### src/rtl/exec_unit.sv
// Integer execute unit: single-cycle ALU and load/store address ops, three-cycle MUL.
// FU_ready is low while a MUL occupies the unit; flush discards the in-flight op.
module exec_unit (
    input  logic        clk,
    input  logic        reset,
    input  logic        issue_valid,
    input  logic        issue_is_LS,
    input  logic [5:0]  issue_rd_tag,
    input  logic [5:0]  issue_rob_num,
    input  logic        issue_alusrc,
    input  logic [31:0] issue_rs1_val,
    input  logic [31:0] issue_rs2_val,
    input  logic [31:0] issue_imm,
    input  logic [3:0]  issue_alu_type,
    input  logic        flush,
    output logic        FU_ready,
    output logic        wakeup_valid,
    output logic [5:0]  wakeup_tag,
    output logic [31:0] wakeup_val,
    output logic        complete_valid,
    output logic [5:0]  complete_rob_num,
    output logic        ls_valid,
    output logic [31:0] ls_addr,
    output logic [31:0] ls_data,
    output logic [5:0]  ls_rd_tag,
    output logic [5:0]  ls_rob_num
);

    typedef enum logic [1:0] {
        IDLE = 2'd0,
        MUL1 = 2'd1,
        MUL2 = 2'd2
    } state_t;

    state_t      r_state;
    state_t      w_state_nxt;
    logic        w_accept;
    logic        w_is_mul;
    logic [31:0] w_b;
    logic [31:0] w_alu;
    logic [5:0]  r_mul_tag;
    logic [5:0]  r_mul_rob;
    logic [31:0] r_mul_val;

    assign w_accept = issue_valid && FU_ready && !flush;
    assign w_is_mul = !issue_is_LS && (issue_alu_type == 4'b1010);
    assign w_b      = issue_alusrc ? issue_imm : issue_rs2_val;

    always_comb begin
        w_alu = 32'd0;
        case (issue_alu_type)
            4'b0000: w_alu = issue_rs1_val & w_b;
            4'b0001: w_alu = issue_rs1_val | w_b;
            4'b0010: w_alu = issue_rs1_val + w_b;
            4'b0110: w_alu = issue_rs1_val - w_b;
            4'b0011: w_alu = issue_rs1_val ^ w_b;
            4'b0100: w_alu = issue_rs1_val << w_b[4:0];
            4'b0101: w_alu = issue_rs1_val >> w_b[4:0];
            4'b0111: w_alu = $unsigned($signed(issue_rs1_val) >>> w_b[4:0]);
            4'b1000: w_alu = {31'd0, $signed(issue_rs1_val) < $signed(w_b)};
            4'b1001: w_alu = {31'd0, issue_rs1_val < w_b};
            4'b1010: w_alu = issue_rs1_val * w_b;
            default: w_alu = 32'd0;
        endcase
    end

    always_ff @(posedge clk) begin
        if (!reset) begin
            r_state <= IDLE;
        end else begin
            r_state <= w_state_nxt;
        end
    end

    always_comb begin
        w_state_nxt = r_state;
        if (flush) begin
            w_state_nxt = IDLE;
        end else begin
            case (r_state)
                IDLE:    if (w_accept && w_is_mul) w_state_nxt = MUL1;
                MUL1:    w_state_nxt = MUL2;
                MUL2:    w_state_nxt = IDLE;
                default: w_state_nxt = IDLE;
            endcase
        end
    end

    always_comb begin
        FU_ready = (r_state == IDLE);
    end

    // Data outputs only move when their valid fires, so consumers see stable values otherwise.
    always_ff @(posedge clk) begin
        if (!reset) begin
            wakeup_valid     <= 1'b0;
            wakeup_tag       <= 6'd0;
            wakeup_val       <= 32'd0;
            complete_valid   <= 1'b0;
            complete_rob_num <= 6'd0;
            ls_valid         <= 1'b0;
            ls_addr          <= 32'd0;
            ls_data          <= 32'd0;
            ls_rd_tag        <= 6'd0;
            ls_rob_num       <= 6'd0;
            r_mul_tag        <= 6'd0;
            r_mul_rob        <= 6'd0;
            r_mul_val        <= 32'd0;
        end else begin
            wakeup_valid   <= 1'b0;
            complete_valid <= 1'b0;
            ls_valid       <= 1'b0;
            if (!flush) begin
                if (r_state == MUL2) begin
                    complete_valid   <= 1'b1;
                    complete_rob_num <= r_mul_rob;
                    if (r_mul_tag != 6'd0) begin
                        wakeup_valid <= 1'b1;
                        wakeup_tag   <= r_mul_tag;
                        wakeup_val   <= r_mul_val;
                    end
                end else if (w_accept) begin
                    if (issue_is_LS) begin
                        ls_valid   <= 1'b1;
                        ls_addr    <= issue_rs1_val + issue_imm;
                        ls_data    <= issue_rs2_val;
                        ls_rd_tag  <= issue_rd_tag;
                        ls_rob_num <= issue_rob_num;
                    end else if (w_is_mul) begin
                        r_mul_tag <= issue_rd_tag;
                        r_mul_rob <= issue_rob_num;
                        r_mul_val <= w_alu;
                    end else begin
                        complete_valid   <= 1'b1;
                        complete_rob_num <= issue_rob_num;
                        if (issue_rd_tag != 6'd0) begin
                            wakeup_valid <= 1'b1;
                            wakeup_tag   <= issue_rd_tag;
                            wakeup_val   <= w_alu;
                        end
                    end
                end
            end
        end
    end

endmodule

### config.mk
export PLATFORM = sky130hd
export DESIGN_NAME = exec_unit
export DESIGN_NICKNAME = d
export VERILOG_FILES = /design/src/rtl/exec_unit.sv
export SDC_FILE = /design/constraint.sdc
export NUM_CORES = 2
export LEC_CHECK = 0
export BUFFER_PORTS_ARGS = -buffer_cell sky130_fd_sc_hd__buf_2
export CORE_MARGIN = 2
export CORE_UTILIZATION = 47
export CTS_BUF_LIST = sky130_fd_sc_hd__clkbuf_16
export DETAILED_ROUTE_END_ITERATION = 7
export GPL_TIMING_DRIVEN = 1
export PLACE_DENSITY = 0.75
export SYNTH_ARGS = -nofsm -noshare
export SYNTH_HDL_FRONTEND = slang
export SYNTH_SLANG_ARGS = --single-unit
### constraint.sdc
create_clock -name clk -period 10.59 [get_ports clk]
set_clock_uncertainty 0.2 [all_clocks]
set_input_delay 2.118 -clock clk [delete_from_list [all_inputs] [get_ports clk]]
set_output_delay 2.118 -clock clk [all_outputs]
set_load 0.05 [all_outputs]
==> flow_metrics.env <==
export IMPL_grt_pass1_wl_um=216000
export IMPL_synthAdderAreaFrac_pct=35.6
export IMPL_core_um2=67300
export IMPL_synth_xor_area_share_pct=3.44
export IMPL_grtUsageTotal_pct=42.1
export IMPL_wirelength_um=149000
export IMPL_yosys_cell_count_top_type="nand2_1"
export IMPL_yosys_area_share_simple_pct=16.7
export IMPL_synth_mux_area_fraction_pct=6.45
export IMPL_yosysSeqAreaShare_pct=10.6
export IMPL_maxSlewViolCount=0
export IMPL_synth_top_cell_area_share_pct=25.7
export IMPL_worstSetupStartpointType="input pin"
export IMPL_post_drt_via_cell_ratio=6.37
export IMPL_critPathKind="in -> reg"
export IMPL_gp_congestion=1.09
export IMPL_cts_setup_buffers=0
export IMPL_setup_worst_path_end_class="flop"
export IMPL_fin_crit_ps=10220
export IMPL_status="finished, final reports clean"
export IMPL_cts_root_buf="clkbuf_16"
export IMPL_synthesis_nets=4805
export IMPL_place_detailed_hpwl_um=119000
export IMPL_r2r_setup_slack_ps=6520
export IMPL_cts_buffers=17
export IMPL_area_growth_synth_to_final_pct=10.1
export IMPL_overflow=0
export IMPL_htreeDepth=4
export IMPL_clock_path_buffers=2
export IMPL_synth_top_area_cell="fa_1"
export IMPL_final_period_utilization_pct=96.5
export IMPL_synthTopCellsByCount="532 x nand2_1, 526 x nor2_1, 473 x inv_1"
export IMPL_final_hold_violation_count=0
export IMPL_post_drt_wl_per_cell_um=29.4
export IMPL_die_area_um2=70100
export IMPL_synth_compound_area_share_pct=18.0
export IMPL_ys_ff_latch=169
export IMPL_synth_edf_count=0
export IMPL_worstHoldPathType="reg -> reg"
export IMPL_drv_cap=0
export IMPL_ios=242
export IMPL_syn_avg_cell_area_um2=7.94
export IMPL_synthArstFlopShare_pct=0
export IMPL_critical_path_required_ps=10690
export IMPL_arrival_ps=10320
export IMPL_grt_max_degree=78
export IMPL_num_fill_cells=6519
export IMPL_synthFlopType="dfxtp_1"
export IMPL_row_count=95
export IMPL_relSlewSlack_pct=15.6
export IMPL_clk_latency_ps=440
export IMPL_cts_tree="yes"
export IMPL_cts_hold_buf=0
export IMPL_synthDistinctLibCells=93
export IMPL_num_vias=32400
export IMPL_grt_pass1_vias=31600
export IMPL_drtIter0Drc=4295
export IMPL_fmaxAchievable_mhz=97.9
export IMPL_clock_sinks=169
export IMPL_initial_utilization_pct=47.5
export IMPL_tightest_slew_ps=1230
export IMPL_syn_cell_area_um2=32000
export IMPL_setup_violations=0
export IMPL_remaining_drc_errors=0
export IMPL_first_pass_iters=8
export IMPL_drive_above_1_share_pct=13.6
export IMPL_setup_tns_ps=0
export IMPL_cts_resized_gates=0
export IMPL_die_x_um=265
export IMPL_clkSlewWorstSetupHoldPaths_ps=70
export IMPL_yosys_warnings=0
export IMPL_antenna_found_initial=9
export IMPL_syn_inst=4025
export IMPL_synth_area_leaders="fa_1 26%, dfxtp_1 11%, ha_1 9.8%, nand2_1 6.2%, nor2_1 6.2%"
export IMPL_synth_top_family_by_area="adder cells"
export IMPL_nNetsFinal=4973
export IMPL_numPortBuffers=241
export IMPL_die_h_um=265
export IMPL_critPathMaxFanout=17
export IMPL_rsz0062_at_grt="false"
export IMPL_ant_nets=0
[logic make-up (layout without fill, tap and decap cells)]
family	Yosys count	count (layout)
AOI/OAI and AO/OA	886	886
xor gates and xnor gates	123	123
adders and majority gates	662	662
buffers and inverters	749	930
DFF	169	169
muxes	146	146
other	0	3
and+or+nand+nor	1290	1290
[path summary, 6_finish.rpt]
| kind | to | depth (start not counted) | startpoint |
|---|---|---|---|
| worst max-delay path | wakeup_val[28]$_SDFFE_PN0P_ | 26 | issue_alusrc |
| worst min-delay path | ls_addr[17]$_SDFFE_PN0P_ | 2 | ls_addr[17]$_SDFFE_PN0P_ |
| worst max register to register | wakeup_val[6]$_SDFFE_PN0P_ | 9 | r_state[1]$_SDFFE_PP0P_ |
| worst min register to register | ls_addr[17]$_SDFFE_PN0P_ | 2 | ls_addr[17]$_SDFFE_PN0P_ |
[registers in the layout, summed over array words and instances, names as in the netlist]
signal,cells
wakeup_valid,1
ls_rob_num,6
ls_rd_tag,6
wakeup_val,32
r_state,2
complete_rob_num,6
r_mul_val,32
ls_valid,1
wakeup_tag,6
r_mul_rob,6
complete_valid,1
ls_addr,32
ls_data,32
r_mul_tag,6
[per-stage QoR]
step	util, %	instance area, um2	hold slack, ps	cells	setup slack, ps
floorplan	-	32000	237	4025	121
global placement	51.4	34600	235	5047	190
detailed placement	51.4	34600	240	5047	114
CTS	52.3	35200	250	5079	541
global route	52.3	35200	268	5080	218
finish	52.3	35200	248	5082	374
[worst max-delay path, stage by stage]
cell      delay (ps)
buf_4            450
buf_4            370
mux2i_4          630
clkinv_2         310
nand2_1          180
fa_1             230
inv_1             70
fa_1             470
inv_1             50
fa_1             460
fa_1             500
fa_1             550
inv_1             50
fa_1             450
fa_1             510
fa_1             410
ha_1             380
and3_1           200
nand2_1           70
o31ai_1          530
nor3_1           100
buf_4            160
o21ba_2          210
xnor2_1          180
a211oi_1         500
o21ai_1          150
[metal layers]
metal	wire, um	global-route usage [%]	vias to the layer above
li1	-	-	13700
met2	62700	62.0	2309
met5	82	0	-
met1	55600	54.1	15800
met4	11800	26.0	12
met3	19000	12.8	521
[layout make-up]
type	instances	area [um2]	share of cell area (%)
multi-input cells	3107	25700	73.0
well taps	873	1090	3.10
flip-flops and latches	169	3380	9.61
diodes	3	7.51	0.0213
clock inverters	15	174	0.494
repair buffers	408	2560	7.28
clock buffers	17	425	1.21
inverters	490	1840	5.24
[cells in the final DEF (no fill, tap or decap), types with 15 or more instances in the layout]
master and n:
buf_4 160, nand3_1 65, buf_2 240, mux2i_4 15, nand2_1 530, o22ai_1 28
o211ai_1 47, nor2_1 525, nand4_1 15, o21a_1 21, and3_1 15, xnor2_1 95
a21o_1 46, a31oi_1 21, nor3_1 35, mux4_2 32, clkbuf_16 17, mux2i_1 77
fa_1 411, o21ai_1 17, a211oi_1 57, ha_1 251, dfxtp_1 169, o21ai_0 147
o221ai_1 18, a311oi_1 20, a221oi_1 21, o21bai_1 25, inv_1 472, xor2_1 26
a21oi_1 291, o31ai_1 15
Power is not shown: default switching activity piles up to over one toggle a cycle in this logic, so the estimate is an artifact.
